### config.mk
export PLATFORM = sky130hd
export DESIGN_NAME = score_blit_sequencer_flat
export DESIGN_NICKNAME = d
export VERILOG_FILES = /design/src/rtl/score_blit_sequencer_if.sv /design/src/rtl/score_blit_sequencer.sv /design/src/flat_wrapper.sv
export SDC_FILE = /design/constraint.sdc
export NUM_CORES = 1
export LEC_CHECK = 0
export ABC_AREA = 1
export CAP_MARGIN = 20
export CELL_PAD_IN_SITES_DETAIL_PLACEMENT = 1
export CELL_PAD_IN_SITES_GLOBAL_PLACEMENT = 1
export CORE_MARGIN = 2
export CORE_UTILIZATION = 36
export CTS_CLUSTER_SIZE = 12
export DETAILED_ROUTE_END_ITERATION = 10
export MAX_ROUTING_LAYER = met4
export PLACE_DENSITY = 0.79
export SYNTH_ARGS = -nofsm -noshare
export SYNTH_HDL_FRONTEND = slang
export SYNTH_SLANG_ARGS = --single-unit
### constraint.sdc
create_clock -name clk_i -period 3.87 [get_ports clk_i]
set_input_delay 0.387 -clock clk_i [delete_from_list [all_inputs] [get_ports clk_i]]
set_output_delay 0.387 -clock clk_i [all_outputs]
set_load 0.01 [all_outputs]
### src/rtl/score_blit_sequencer_if.sv
// rtl/score_blit_sequencer_if.sv - valid/ready sprite blit request bundle
// Purpose: carries one glyph blit request from the score sequencer to the
//          sprite blitter arbiter.
// Signals: valid  request valid (master)
//          ready  blitter accepts request (slave)
//          src_y  sprite-sheet y, src x is always 0
//          dst_x  destination x
//          dst_y  destination y
//          dim    draw dimmed
interface score_blit_sequencer_if;
   logic       valid;
   logic       ready;
   logic [7:0] src_y;
   logic [9:0] dst_x;
   logic [7:0] dst_y;
   logic       dim;

   modport master (
      output valid, src_y, dst_x, dst_y, dim,
      input  ready
   );

   modport slave (
      input  valid, src_y, dst_x, dst_y, dim,
      output ready
   );
endinterface

### src/rtl/score_blit_sequencer.sv
// rtl/score_blit_sequencer.sv - per-frame score glyph blit request sequencer
// Purpose: on frame_start, snapshots the distance digits (and optionally the
//          high score) and issues one blit request per glyph: current digits,
//          then the "HI" label, then the high-score digits.
// Optional feature macro: HIGH_SCORE_EN (adds the "HI" label and high-score
//          digits; without it hi_digits_i/hi_valid_i are ignored and dim is 0).
// Ports:   clk_i          system clock
//          rst_ni         asynchronous active-low reset
//          frame_start_i  1-cycle pulse per frame
//          cur_digits_i   current distance digits, index 0 = most significant
//          cur_paint_i    0 = current score blanked
//          hi_digits_i    high-score digits, index 0 = most significant
//          hi_valid_i     high score exists and must be drawn
//          blit           request bundle (master side)
//          busy_o         sequence in progress
//          done_o         1-cycle pulse when a sequence completes
//          overrun_o      1-cycle pulse on frame_start while busy
module score_blit_sequencer #(
   parameter int N_DIGITS   = 5,
   parameter int GAME_WIDTH = 600,
   parameter int DEST_WIDTH = 11,
   parameter int METER_Y    = 5,
   parameter int HI_H_SRC_Y = 133,
   parameter int HI_I_SRC_Y = 147
) (
   input  logic                     clk_i,
   input  logic                     rst_ni,
   input  logic                     frame_start_i,
   input  logic [N_DIGITS-1:0][3:0] cur_digits_i,
   input  logic                     cur_paint_i,
   input  logic [N_DIGITS-1:0][3:0] hi_digits_i,
   input  logic                     hi_valid_i,
   score_blit_sequencer_if.master   blit,
   output logic                     busy_o,
   output logic                     done_o,
   output logic                     overrun_o
);

   typedef enum logic [1:0] {IDLE, CUR, HI_LBL, HI} state_t;

   typedef struct packed {
      logic [7:0] src_y;
      logic [9:0] dst_x;
      logic [7:0] dst_y;
      logic       dim;
   } glyph_t;

   localparam int         X0         = GAME_WIDTH - DEST_WIDTH * (N_DIGITS + 1);
   localparam int         HI_X       = X0 - DEST_WIDTH * (N_DIGITS + 3);
   localparam logic [2:0] LAST_DIGIT = 3'(N_DIGITS - 1);

   function automatic logic [7:0] digit_src_y(input logic [3:0] d);
      case (d)
         4'd1:    return 8'd13;
         4'd2:    return 8'd27;
         4'd3:    return 8'd40;
         4'd4:    return 8'd53;
         4'd5:    return 8'd67;
         4'd6:    return 8'd80;
         4'd7:    return 8'd93;
         4'd8:    return 8'd107;
         4'd9:    return 8'd120;
         default: return 8'd0;   // 0 and out-of-range values share entry 0
      endcase
   endfunction

   // Payload for glyph idx of a state; IDLE yields an all-zero payload.
   function automatic glyph_t glyph(input state_t st, input logic [2:0] idx,
                                    input logic [3:0] d);
      glyph_t g;
      int     x;
      g = '0;
      x = 0;
      case (st)
         CUR: begin
            g.src_y = digit_src_y(d);
            x       = X0 + int'(idx) * DEST_WIDTH;
         end
         HI_LBL: begin
            g.src_y = (idx == 3'd0) ? 8'(HI_H_SRC_Y) : 8'(HI_I_SRC_Y);
            x       = HI_X + int'(idx) * DEST_WIDTH;
            g.dim   = 1'b1;
         end
         HI: begin
            g.src_y = digit_src_y(d);
            x       = HI_X + (2 + int'(idx)) * DEST_WIDTH;
            g.dim   = 1'b1;
         end
         default: ;
      endcase
      if (st != IDLE) g.dst_y = 8'(METER_Y);
      g.dst_x = 10'(x);
      return g;
   endfunction

   state_t                   state_q;
   logic [2:0]               idx_q;
   logic                     valid_q;
   glyph_t                   pay_q;
   logic                     done_q;
   logic                     overrun_q;
   logic [N_DIGITS-1:0][3:0] snap_cur_q;

   logic                     hi_follow;
   logic                     hi_start;
   state_t                   start_state;
   glyph_t                   start_glyph;
   state_t                   adv_state_d;
   logic [2:0]               adv_idx_d;
   logic [3:0]               adv_digit;

`ifdef HIGH_SCORE_EN
   logic [N_DIGITS-1:0][3:0] snap_hi_q;
   logic                     snap_hi_valid_q;
   assign hi_follow = snap_hi_valid_q;
   assign hi_start  = hi_valid_i;
`else
   logic unused_hi;
   logic unused_dim;
   assign unused_hi  = ^{hi_digits_i, hi_valid_i};
   assign unused_dim = pay_q.dim;
   assign hi_follow  = 1'b0;
   assign hi_start   = 1'b0;
`endif

   // First glyph comes straight from the inputs so it can be presented one
   // cycle after frame_start, in parallel with the snapshot being taken.
   always_comb begin
      start_state = IDLE;
      if (cur_paint_i)   start_state = CUR;
      else if (hi_start) start_state = HI_LBL;
      start_glyph = glyph(start_state, 3'd0, cur_digits_i[0]);
   end

   // Where the sequence goes after a handshake on the current glyph.
   always_comb begin
      adv_state_d = state_q;
      adv_idx_d   = idx_q + 3'd1;
      case (state_q)
         CUR: if (idx_q == LAST_DIGIT) begin
            adv_idx_d   = 3'd0;
            adv_state_d = hi_follow ? HI_LBL : IDLE;
         end
         HI_LBL: if (idx_q == 3'd1) begin
            adv_idx_d   = 3'd0;
            adv_state_d = HI;
         end
         HI: if (idx_q == LAST_DIGIT) begin
            adv_idx_d   = 3'd0;
            adv_state_d = IDLE;
         end
         default: begin
            adv_idx_d   = 3'd0;
            adv_state_d = IDLE;
         end
      endcase
`ifdef HIGH_SCORE_EN
      adv_digit = (adv_state_d == HI) ? snap_hi_q[adv_idx_d] : snap_cur_q[adv_idx_d];
`else
      adv_digit = snap_cur_q[adv_idx_d];
`endif
   end

   always_ff @(posedge clk_i or negedge rst_ni) begin
      if (!rst_ni) begin
         state_q         <= IDLE;
         idx_q           <= 3'd0;
         valid_q         <= 1'b0;
         pay_q           <= '0;
         done_q          <= 1'b0;
         overrun_q       <= 1'b0;
         snap_cur_q      <= '0;
`ifdef HIGH_SCORE_EN
         snap_hi_q       <= '0;
         snap_hi_valid_q <= 1'b0;
`endif
      end else begin
         done_q    <= 1'b0;
         overrun_q <= 1'b0;
         if (state_q == IDLE) begin
            if (frame_start_i) begin
               snap_cur_q      <= cur_digits_i;
`ifdef HIGH_SCORE_EN
               snap_hi_q       <= hi_digits_i;
               snap_hi_valid_q <= hi_valid_i;
`endif
               state_q <= start_state;
               idx_q   <= 3'd0;
               valid_q <= (start_state != IDLE);
               pay_q   <= start_glyph;
               done_q  <= (start_state == IDLE);
            end
         end else begin
            // A frame_start here is dropped; the running sequence keeps its snapshot.
            overrun_q <= frame_start_i;
            if (valid_q && blit.ready) begin
               state_q <= adv_state_d;
               idx_q   <= adv_idx_d;
               valid_q <= (adv_state_d != IDLE);
               pay_q   <= glyph(adv_state_d, adv_idx_d, adv_digit);
               done_q  <= (adv_state_d == IDLE);
            end
         end
      end
   end

   assign blit.valid = valid_q;
   assign blit.src_y = pay_q.src_y;
   assign blit.dst_x = pay_q.dst_x;
   assign blit.dst_y = pay_q.dst_y;
`ifdef HIGH_SCORE_EN
   assign blit.dim   = pay_q.dim;
`else
   assign blit.dim   = 1'b0;
`endif
   assign busy_o    = (state_q != IDLE);
   assign done_o    = done_q;
   assign overrun_o = overrun_q;

endmodule
### src/flat_wrapper.sv
// flat-port wrapper written by rule: the top's interface ports become plain ports
module score_blit_sequencer_flat 
#(
   parameter int N_DIGITS   = 5,
   parameter int GAME_WIDTH = 600,
   parameter int DEST_WIDTH = 11,
   parameter int METER_Y    = 5,
   parameter int HI_H_SRC_Y = 133,
   parameter int HI_I_SRC_Y = 147
)
  (clk_i, rst_ni, frame_start_i, cur_digits_i, cur_paint_i, hi_digits_i, hi_valid_i, busy_o, done_o, overrun_o, blit_valid, blit_src_y, blit_dst_x, blit_dst_y, blit_dim, blit_ready);
  score_blit_sequencer_if blit_i ();
  input  logic clk_i;
  input  logic rst_ni;
  input  logic frame_start_i;
  input  logic [N_DIGITS-1:0][3:0] cur_digits_i;
  input  logic cur_paint_i;
  input  logic [N_DIGITS-1:0][3:0] hi_digits_i;
  input  logic hi_valid_i;
  output logic busy_o;
  output logic done_o;
  output logic overrun_o;
  output wire logic [$bits(blit_i.valid)-1:0] blit_valid;
  output wire logic [$bits(blit_i.src_y)-1:0] blit_src_y;
  output wire logic [$bits(blit_i.dst_x)-1:0] blit_dst_x;
  output wire logic [$bits(blit_i.dst_y)-1:0] blit_dst_y;
  output wire logic [$bits(blit_i.dim)-1:0] blit_dim;
  input wire logic [$bits(blit_i.ready)-1:0] blit_ready;
  assign blit_valid = blit_i.valid;
  assign blit_src_y = blit_i.src_y;
  assign blit_dst_x = blit_i.dst_x;
  assign blit_dst_y = blit_i.dst_y;
  assign blit_dim = blit_i.dim;
  assign blit_i.ready = blit_ready;
  score_blit_sequencer #(.N_DIGITS(N_DIGITS), .GAME_WIDTH(GAME_WIDTH), .DEST_WIDTH(DEST_WIDTH), .METER_Y(METER_Y), .HI_H_SRC_Y(HI_H_SRC_Y), .HI_I_SRC_Y(HI_I_SRC_Y)) u_core (.clk_i(clk_i), .rst_ni(rst_ni), .frame_start_i(frame_start_i), .cur_digits_i(cur_digits_i), .cur_paint_i(cur_paint_i), .hi_digits_i(hi_digits_i), .hi_valid_i(hi_valid_i), .blit(blit_i), .busy_o(busy_o), .done_o(done_o), .overrun_o(overrun_o));
endmodule
* Yosys cells after proc, flatten, opt, wreduce, memory -nomap -nowiden
Memories as Yosys holds them, arrays and structs flattened.
Index checks and enable logic that the tools add are counted.
W data, S select, Z words.
** Operators by class
- $lt $le $gt $ge :: 1
- Muxes and demuxes :: 34
- $mul :: 2
- Add/subtract/negate cells :: 5
- Equality and inequality tests :: 12
- Reductions and logical operators :: 14
** Operators by type and width (count)
- $mux W27 :: 3
- $pmux W10 S3 :: 2
- $pmux W8 S3 :: 2
- $mul A32 B5 Y10 const B :: 1
- $add A10 B10 Y10 const A :: 3
- $mux W3 :: 7
- $bmux W4 S3 :: 1
- $eq A2 B2 Y1 const B :: 6
- $mux W1 :: 10
- $mux W2 :: 5
- $reduce_bool A2 Y1 :: 4
- $mul A3 B4 Y7 const B :: 1
- $eq A2 B1 Y1 const B :: 3
- $logic_not A2 Y1 :: 3
- $pmux W3 S2 :: 1
- $reduce_or A2 Y1 :: 3
- $mux W5 :: 1
- $add A2 B3 Y4 const A :: 1
- $lt A3 B4 Y1 const B :: 1
- $mux W4 :: 1
- $pmux W2 S2 :: 1
- $reduce_and A2 Y1 :: 2
- $add A3 B1 Y3 const B :: 1
- $eq A3 B1 Y1 const B :: 1
- 4 further kinds :: 4
** Word-level totals
- Logic and storage cells :: 85
- Output and inout port bits :: 31
- Memory bits (read-only) :: 448
- Register bits :: 54
- Input bits :: 46
- Memories kept :: 4
** Memories
- (no name shown) :: depth 16, width 7, rd ports 1, clocked after memory_dff 0, wr ports 0, line score_blit_sequencer.sv:53 : case (d)
- (no name shown) :: depth 16, width 7, rd ports 1, clocked after memory_dff 0, wr ports 0, line score_blit_sequencer.sv:53
- (no name shown) :: depth 16, width 7, rd ports 1, clocked after memory_dff 0, wr ports 0, line score_blit_sequencer.sv:53
- (no name shown) :: depth 16, width 7, rd ports 1, clocked after memory_dff 0, wr ports 0, line score_blit_sequencer.sv:53

* Depth between registers and ports, before layout
- Word-level depth :: 9
- Depth in mapped cells :: 21
- Depth with buffers taken out :: 21

* Worst setup path before layout
OpenSTA, ideal clock, no wires.
- Path kind :: reg-to-reg
- From :: register u_core.idx_q[0]
- To :: register u_core.pay_q, in the netlist u_core.blit.dst_x[5]
- Library setup time :: 0.116 ns
- Path buffers :: 1
- Arrival :: 3.239 ns
- Path slack :: 0.515 ns
- Required time :: 3.754 ns
- Stages on the path, launching flop included :: 19
- Period minus slack after synthesis :: 3.355 ns
- Path through :: dfrtp_1 > inv_1 > ha_1 > nand2_1 > nand2_1 > nand2_4 > nand2_4 > buf_2 > ha_1 > inv_1 > ha_1 > fa_1 > ha_1 > fa_1 > xor2_1 > nand2_1 > nand3_1 > nand2_1 > nand2_1
** On the way
- Cells in the longest elaborated chain, start to end :: 9
- Elaborated cells between the ends (all ways) :: 21
- Those cells by class :: add/sub (5); mul (2); eq/ne (5); mux (9)
** RTL lines
- start: declaration :: line score_blit_sequencer.sv:97 : logic [2:0] idx_q;
- start signal: assignment :: line score_blit_sequencer.sv:198 : idx_q <= adv_idx_d;
- $add A3 B1 Y3, or another cell as far along :: line score_blit_sequencer.sv:138 : adv_idx_d = idx_q + 3'd1;
- $mux W3, on equally long branches :: line score_blit_sequencer.sv:140, score_blit_sequencer.sv:148, score_blit_sequencer.sv:144
- $pmux W3 S2 :: line score_blit_sequencer.sv:139 : case (state_q)
- $add A2 B3 Y4 :: line score_blit_sequencer.sv:86 : x = HI_X + (2 + int'(idx)) * DEST_WIDTH;
- $mul A32 B5 Y10 :: line score_blit_sequencer.sv:86
- $add A10 B10 Y10 :: line score_blit_sequencer.sv:86
- $pmux W10 S3 (*) :: line score_blit_sequencer.sv:74 : case (st)
- $mux W27 (*) :: line score_blit_sequencer.sv:196 : if (valid_q && blit.ready) begin
- $mux W27 (*) :: line score_blit_sequencer.sv:180 : if (state_q == IDLE) begin
- end signal: assignment :: line score_blit_sequencer.sv:190 : pay_q <= start_glyph;
- end signal: assignment :: line score_blit_sequencer.sv:200 : pay_q <= glyph(adv_state_d, adv_idx_d, adv_digit);
- end: declaration :: line score_blit_sequencer.sv:99 : glyph_t pay_q;
Mark *: on every way between the ends. The rest lies on a longest branch, timed or not. The select of a mux whose other input is x is not followed.
A chain may end at the register's enable or synchronous reset.

* Worst setup path in the final report
- From :: register u_core.idx_q[0]
- To :: register u_core.pay_q, in the netlist u_core.blit.dst_x[4]
Same word-level chain as after synthesis.

==> results.md <==
* Number of buffers inserted by hold repair at cts at 0
* Setup slack after placement at 264 ps
* Part of the Yosys area used for sequential elements at 0.343
* Global-route wire length before repair at 16,200 um
* Skew final at 6.39 ps
* CTS Buf Count at 5
* Area leader, netlist: sky130_fd_sc_hd__dfrtp_1
* Flip-flop cell with the highest count after synthesis: sky130_fd_sc_hd__dfrtp_1
* Clock slew seen by the registers of the worst setup and hold paths at 100 ps
* First-pass DRT Iterations at 4
* Floorplan die width at 101 um
* Core region area at 9150 um2
* Peak fanout along the critical path at 15
* Period utilisation layout at 0.929
* Share of the synthesized area in the top cell type at 0.343
* Ranking of synthesized cells by area: sky130_fd_sc_hd__dfrtp_1 34%, sky130_fd_sc_hd__nand2_1 18%, sky130_fd_sc_hd__ha_1 11%
* Count of standard-cell rows at 35
* Fraction of registers with async set or reset after synthesis at 1.00
* Vias at 3,123
* Synthesized netlist cell count at 456
* Crit path setup slack, layout at 276 ps
* Final hold violations at 0
* Remaining global-route overflow at 0
* Fraction of final layout cells with drive strength greater than 1 at 0.0871
* Number of levels the H-tree was split into at 2
* Antenna violations before repair at 0
* Height of the die at 101 um
* Leakage power total at 2.04 nW
* Sort of element at the end of the critical path: register
* Dpl cell area at 3910 um2
* Number of register bits inferred by synthesis at 46
* Setup repair after global routing missed its margin: false
* Count of different cell masters after synthesis at 40
* Average via count per standard cell at 5.07
* Setup fix buffers added after clock tree synthesis at 0
* Final min period at 3590 ps
* WL/cell at 15.7 um
* Area Growth Syn to Fin at 20.0%
* Count of routing violations after the opening detailed-route iteration at 113
* Worst hold-check path type: input port to asynchronous set/reset pin
* Critical Path Start Type: register
* Warnings from Yosys at 0
* Total of max-cap violations at 0
* Nets@finish at 582
* Area of the mapped netlist at 3350 um2
* Peak ir drop on the vdd network at 0.167 mV
* Worst Path Required at 4120 ps
* Maximum buffer depth of the clock tree at 2
* Syn Area/Cell at 7.36 um2
* Antenna Violating Nets Remaining at 0
* Commonest cells after routing, fill and taps aside: 162 x sky130_fd_sc_hd__nand2_1, 47 x sky130_fd_sc_hd__clkdlybuf4s50_1, 46 x sky130_fd_sc_hd__dfrtp_1, 38 x sky130_fd_sc_hd__inv_1, 37 x sky130_fd_sc_hd__nand3_1
* Max Clock Freq at 278 MHz
* Slew at the pin with the worst max-slew slack at 561 ps
* TritonCTS sink count at 46
* Most common library cell in the layout ignoring fill and taps: sky130_fd_sc_hd__nand2_1
* Pin count of the biggest net entering global routing at 47
* Data arrival time at the worst-slack endpoint at 3840 ps
* Number of enable-type register cells in the synthesized netlist at 0
* Antenna Diode Count at 0
* Overall die area at 10,100 um2
* I/O pin count at 77
* Critical setup path kind: register to register
* Outcome: completed
* GRT Util Overall at 0.208
* Clk_lat worst skew at 310 ps
* Final design instance area without fill at 4030 um2
* Remaining routing DRC violations at 0
* Normalized max-slew margin at 0.624
* Power density relative to cell area at 322 nW/um2
* Count of buffers inserted at the top-level ports at 48
* Gp weighted congestion at 0.849
* Post-cts gate resize count at 0
* Final Max Slew Viols at 0
* Via count of the first global-routing pass at 3,308
* Final number of setup-violating endpoints at 0
* Clock tree from TritonCTS: yes
* Initial standard-cell utilization of the core at 0.367
* Fill cell instance count of the final layout at 1,182
* Dpl hpwl at 7190 um
* Cell chosen for the clock root: sky130_fd_sc_hd__clkbuf_8
* Routed WL at 9650 um
* Accumulated negative setup slack at 0 ps
[kinds of logic after synthesis]
family / count (synthesis) / share of synthesized area
adders and majority gates: 32 / 0.126
other: 1 / 0.00112
AOI/OAI and AO/OA: 64 / 0.110
DFF: 46 / 0.343
buffers and inverters: 62 / 0.0824
xor gates and xnor gates: 6 / 0.0157
and+or+nand+nor: 245 / 0.321
[layer usage]
layer / track usage / wire length, um
met5: - / 0
met4: 0.0443 / 134
met3: 0.0257 / 260
met2: 0.377 / 4960
met1: 0.247 / 4300
[per-stage QoR]
| stage | power, mW | std cells | util | hold WS [ps] |
|---|---|---|---|---|
| floorplan | 0.831 | 462 | - | 91.4 |
| global placement | 0.949 | 607 | 0.427 | 451 |
| detailed placement | 0.967 | 607 | 0.427 | 459 |
| CTS | 1.30 | 615 | 0.437 | 317 |
| finish | 1.30 | 616 | 0.440 | 24.9 |
| global route | 1.39 | 616 | 0.440 | 46.4 |
[Yosys cell counts, types with 2 or more instances]
master and instances:
sky130_fd_sc_hd__a21oi_1 21, sky130_fd_sc_hd__inv_2 5, sky130_fd_sc_hd__nor2_4 2, sky130_fd_sc_hd__o21ai_0 26, sky130_fd_sc_hd__xor2_1 3, sky130_fd_sc_hd__ha_1 29, sky130_fd_sc_hd__xnor2_1 3, sky130_fd_sc_hd__fa_1 3
sky130_fd_sc_hd__nor2_1 20, sky130_fd_sc_hd__a31oi_1 2, sky130_fd_sc_hd__o211ai_1 4, sky130_fd_sc_hd__or2_2 3, sky130_fd_sc_hd__nand3_2 3, sky130_fd_sc_hd__a21o_1 2, sky130_fd_sc_hd__nand3b_1 2, sky130_fd_sc_hd__nand3_1 37
sky130_fd_sc_hd__inv_1 39, sky130_fd_sc_hd__clkbuf_1 5, sky130_fd_sc_hd__buf_2 2, sky130_fd_sc_hd__nand2_2 8, sky130_fd_sc_hd__dfrtp_1 46, sky130_fd_sc_hd__nand2_4 4, sky130_fd_sc_hd__nand2_1 162, sky130_fd_sc_hd__buf_4 9
[state kept, by name, summed over array words and instances, names as in the netlist]
signal             cells
u_core.blit.dst_x     10
u_core.blit.dst_y      1
u_core.blit.src_y      8
u_core.done_o          1
u_core.idx_q           3
u_core.overrun_o       1
u_core.snap_cur_q     20
u_core.state_q         2
[layout make-up]
cell class	instances	area, um2	share of cell area
inverters	45	173	0.0429
clock inverters	2	12.5	0.00311
repair buffers	52	518	0.129
multi-input cells	354	1950	0.484
clock buffers	6	82.6	0.0205
well taps	111	139	0.0345
flip-flops and latches	46	1150	0.286
[where the power goes]
group / switching (mW) / total [mW] / internal, mW / leakage (nW)
Clock: 0.186 / 0.331 / 0.144 / 0.0472
Sequential: 0.0119 / 0.510 / 0.498 / 0.583
Combinational: 0.281 / 0.454 / 0.173 / 1.41
[path summary, 6_finish.rpt]
check | from | to | slack (ps) | cells past startpoint
setup / recovery | u_core.idx_q[0]$_DFFE_PN0P_ | u_core.blit.dst_x[4]$_DFFE_PN0P_ | 280 | 18
hold / removal | rst_ni | u_core.blit.dst_x[7]$_DFFE_PN0P_ | 20 | 1
setup reg to reg | u_core.idx_q[0]$_DFFE_PN0P_ | u_core.blit.dst_x[4]$_DFFE_PN0P_ | 280 | 18
hold reg to reg | u_core.blit.dst_x[0]$_DFFE_PN0P_ | u_core.blit.dst_x[0]$_DFFE_PN0P_ | 480 | 2
max in group asynchronous | rst_ni | u_core.snap_cur_q[1]$_DFFE_PN0P_ | 3320 | 2
min in group clk_i | u_core.blit.dst_x[0]$_DFFE_PN0P_ | u_core.blit.dst_x[0]$_DFFE_PN0P_ | 480 | 2
[critical path, stage by stage (launching register included)]
cell and delay [ps]:
sky130_fd_sc_hd__dfrtp_1 430, sky130_fd_sc_hd__inv_2 130, sky130_fd_sc_hd__ha_1 170, sky130_fd_sc_hd__nand2_1 120
sky130_fd_sc_hd__nand2_1 190, sky130_fd_sc_hd__nand2_4 110, sky130_fd_sc_hd__nand2_4 210, sky130_fd_sc_hd__ha_1 200
sky130_fd_sc_hd__inv_1 50, sky130_fd_sc_hd__ha_1 280, sky130_fd_sc_hd__fa_1 460, sky130_fd_sc_hd__ha_1 240
sky130_fd_sc_hd__fa_1 530, sky130_fd_sc_hd__nand2_1 50, sky130_fd_sc_hd__nand2_1 100, sky130_fd_sc_hd__inv_1 50
sky130_fd_sc_hd__o211ai_1 70, sky130_fd_sc_hd__nand2_1 70, sky130_fd_sc_hd__nand2_1 60
(Power assumes the default switching activity.)
==> patch: new RTL, same settings <==
Put one more register stage on the output `overrun_o`, without a reset. The value now appears one clock later. The other outputs are not delayed to match. Comments in the files are not updated.
--- a/src/rtl/score_blit_sequencer.sv
+++ b/src/rtl/score_blit_sequencer.sv
@@ -215,6 +215,8 @@
 `endif
    assign busy_o    = (state_q != IDLE);
    assign done_o    = done_q;
-   assign overrun_o = overrun_q;
+   always_ff @(posedge clk_i) begin
+      overrun_o <= overrun_q;
+   end
 
 endmodule
Formal check against the unedited RTL: not equivalent (Yosys sat finds a counterexample within 4 cycles, from zero or initial values and one cycle with rst_ni low).
==> patch against the unedited design <==
- routed wire length is 7.4% lower
- clock skew is 0.0081 ns higher
- highest routed layer unchanged
- final area is 0.22% higher
- die area is 1.0% higher
- synthesized area is 1.1% higher
- sequential cell count is 1 higher
- critical path type unchanged
- synthesized cell count is 1.3% lower
- worst setup slack better by 0.086 ns
Power is left out: the tool's default activity adds up to more than one toggle a clock period on the data nets, which glitch-free logic cannot reach.
==> patch: results (changes against the unedited design) <==
[yosys]
ys_types=40  ; unchanged
seq_area_frac_synth_pct=34.5  ; +0.22 points
synth_common_cells=nand2_1 (138), dfrtp_1 (46), inv_1 (44), nand3_1 (43), ha_1 (29)
async_flop_share_pct=97.9  ; -2.1 points
synth_area_leader_cell=dfrtp_1
yosys_warnings=0  ; unchanged
synthTopCellsByArea=dfrtp_1 (34%), nand2_1 (15%), ha_1 (11%)

[grt]
grt_pass1_wl_mm=15.1  ; -6.9%
grt_pass1_vias=3064  ; -7.4%
track_usage_pct=19.2  ; -1.6 points
antenna_found_initial=0  ; unchanged
grt_max_degree=47  ; unchanged

[critical_path]
crit_family=adder cells
r2r-start=u_core.idx_q[0]$_DFFE_PN0P_
crit_fanout=11  ; -4
rrSetupSlack_ns=0.36  ; +0.09 ns
reg2regPathDepth=17  ; -1
reg2reg_to=u_core.blit.dst_x[5]$_DFFE_PN0P_
cpMaxStageDelayCell=fa_1
cp.arrival_ns=3.71  ; -0.13 ns
cp_slowest_stage_delay_ns=0.48  ; -0.05 ns

[place]
hpwl_mm=6.94  ; -3.4%
dp_slack_ns=0.380  ; +0.116 ns
place_congestion=0.849  ; about the same
placement.io_buffers=48  ; unchanged

[layout]
diodes=0  ; unchanged
final_layout_size_suffix_gt1_share_pct=8.43  ; -0.28 points
nNetsFinal=575  ; -1.2%
fill_cells=1164  ; -1.5%
largest_reg_flops=20  ; unchanged
top_register=u_core.snap_cur_q

[clock_network]
post-cts-setup-buffer-count=0  ; unchanged
cts_max_level=2  ; unchanged
clk_latency_ns=0.32
cts_max_path_buffers=2  ; unchanged
cts_root_buf=clkbuf_8
clk_pin_slew_worst_paths_ns=0.09
cts_resized=0  ; unchanged

[min_path]
hp-class=input pin to async pin

[routing]
wl_mm=8.94  ; -7.4%
via_count=3025  ; -3.1%
drt-initial-drc-count=91  ; -19%
first_pass_iters=4  ; unchanged

[timing]
worst_hold_slack_ns=0.0360  ; +0.0111 ns
tightest_slew_ns=0.649  ; +0.0876 ns
finalClockSkew_ns=0.0145  ; +0.00813 ns
setup-violations-final=0  ; unchanged

[run_status]
status=finished, final reports clean

patch: cell types whose count changed after synthesis, moves of 2 or more:
cell,delta
nand2_2,-4
nand4_1,+3
a21oi_1,-6
or2_1,+2
inv_1,+5
nand2_1,-24
nand2_4,+5
nor2_1,+7
o21ai_0,+2
o211ai_1,-2
nand3_1,+6
nand3b_1,-2
patch: layer usage:
metal	wire length [um]	vias to the layer above	global-route usage (%)
li1	-	1509	-
met1	4170	1439	24.3
met2	4350	67	31.9
met3	302	10	2.91
met4	116	0	5.61
met5	0	-	-
patch: cells by family after synthesis:
kind of cell,Yosys count,share of synthesized area (%)
flops,47,34.5
other cells,1,0.111
buf+inv,68,9.04
xor+xnor,6,1.55
simple gates,237,32.5
compound gates,59,9.74
fa+ha+maj,32,12.5
patch: area by class of cell:
cell class,count,area share [%]
sequential,47,29.0
clock inverter,1,0.124
multi-input combinational,341,48.0
tap,111,3.44
timing repair buffer,52,12.8
inverter,50,4.68
clock buffer,7,1.89
patch: worst max-delay path by stage:
stage | from | end | slack [ns] | cells past startpoint
2_1_floorplan | u_core.idx_q[0]$_DFFE_PN0P_ | u_core.blit.dst_x[5]$_DFFE_PN0P_ | 0.56 | 18
3_3_place_gp | u_core.idx_q[0]$_DFFE_PN0P_ | u_core.blit.dst_x[5]$_DFFE_PN0P_ | 0.55 | 17
3_5_place_dp | u_core.idx_q[0]$_DFFE_PN0P_ | u_core.blit.dst_x[5]$_DFFE_PN0P_ | 0.38 | 17
4_1_cts | u_core.idx_q[0]$_DFFE_PN0P_ | u_core.blit.dst_x[5]$_DFFE_PN0P_ | 0.35 | 17
5_1_grt | u_core.idx_q[0]$_DFFE_PN0P_ | u_core.blit.dst_x[5]$_DFFE_PN0P_ | 0.13 | 17
6_report | u_core.idx_q[0]$_DFFE_PN0P_ | u_core.blit.dst_x[5]$_DFFE_PN0P_ | 0.36 | 17
patch: metrics by stage:
stage	cell area [um2]	util (%)	cells
after floorplan	3410	-	456
after global placement	3930	42.8	600
after detailed placement	3930	42.8	600
after CTS	4010	43.6	608
after global routing	4030	43.9	609
final	4030	43.9	609
patch: worst register-to-register path: cells and delay by family (launching register included):
kind	cells	cell delay, ns
buffers and inverters	2	0.14
DFF	1	0.41
adders and majority gates	6	1.81
and+or+nand+nor	8	0.88
xor gates and xnor gates	1	0.18
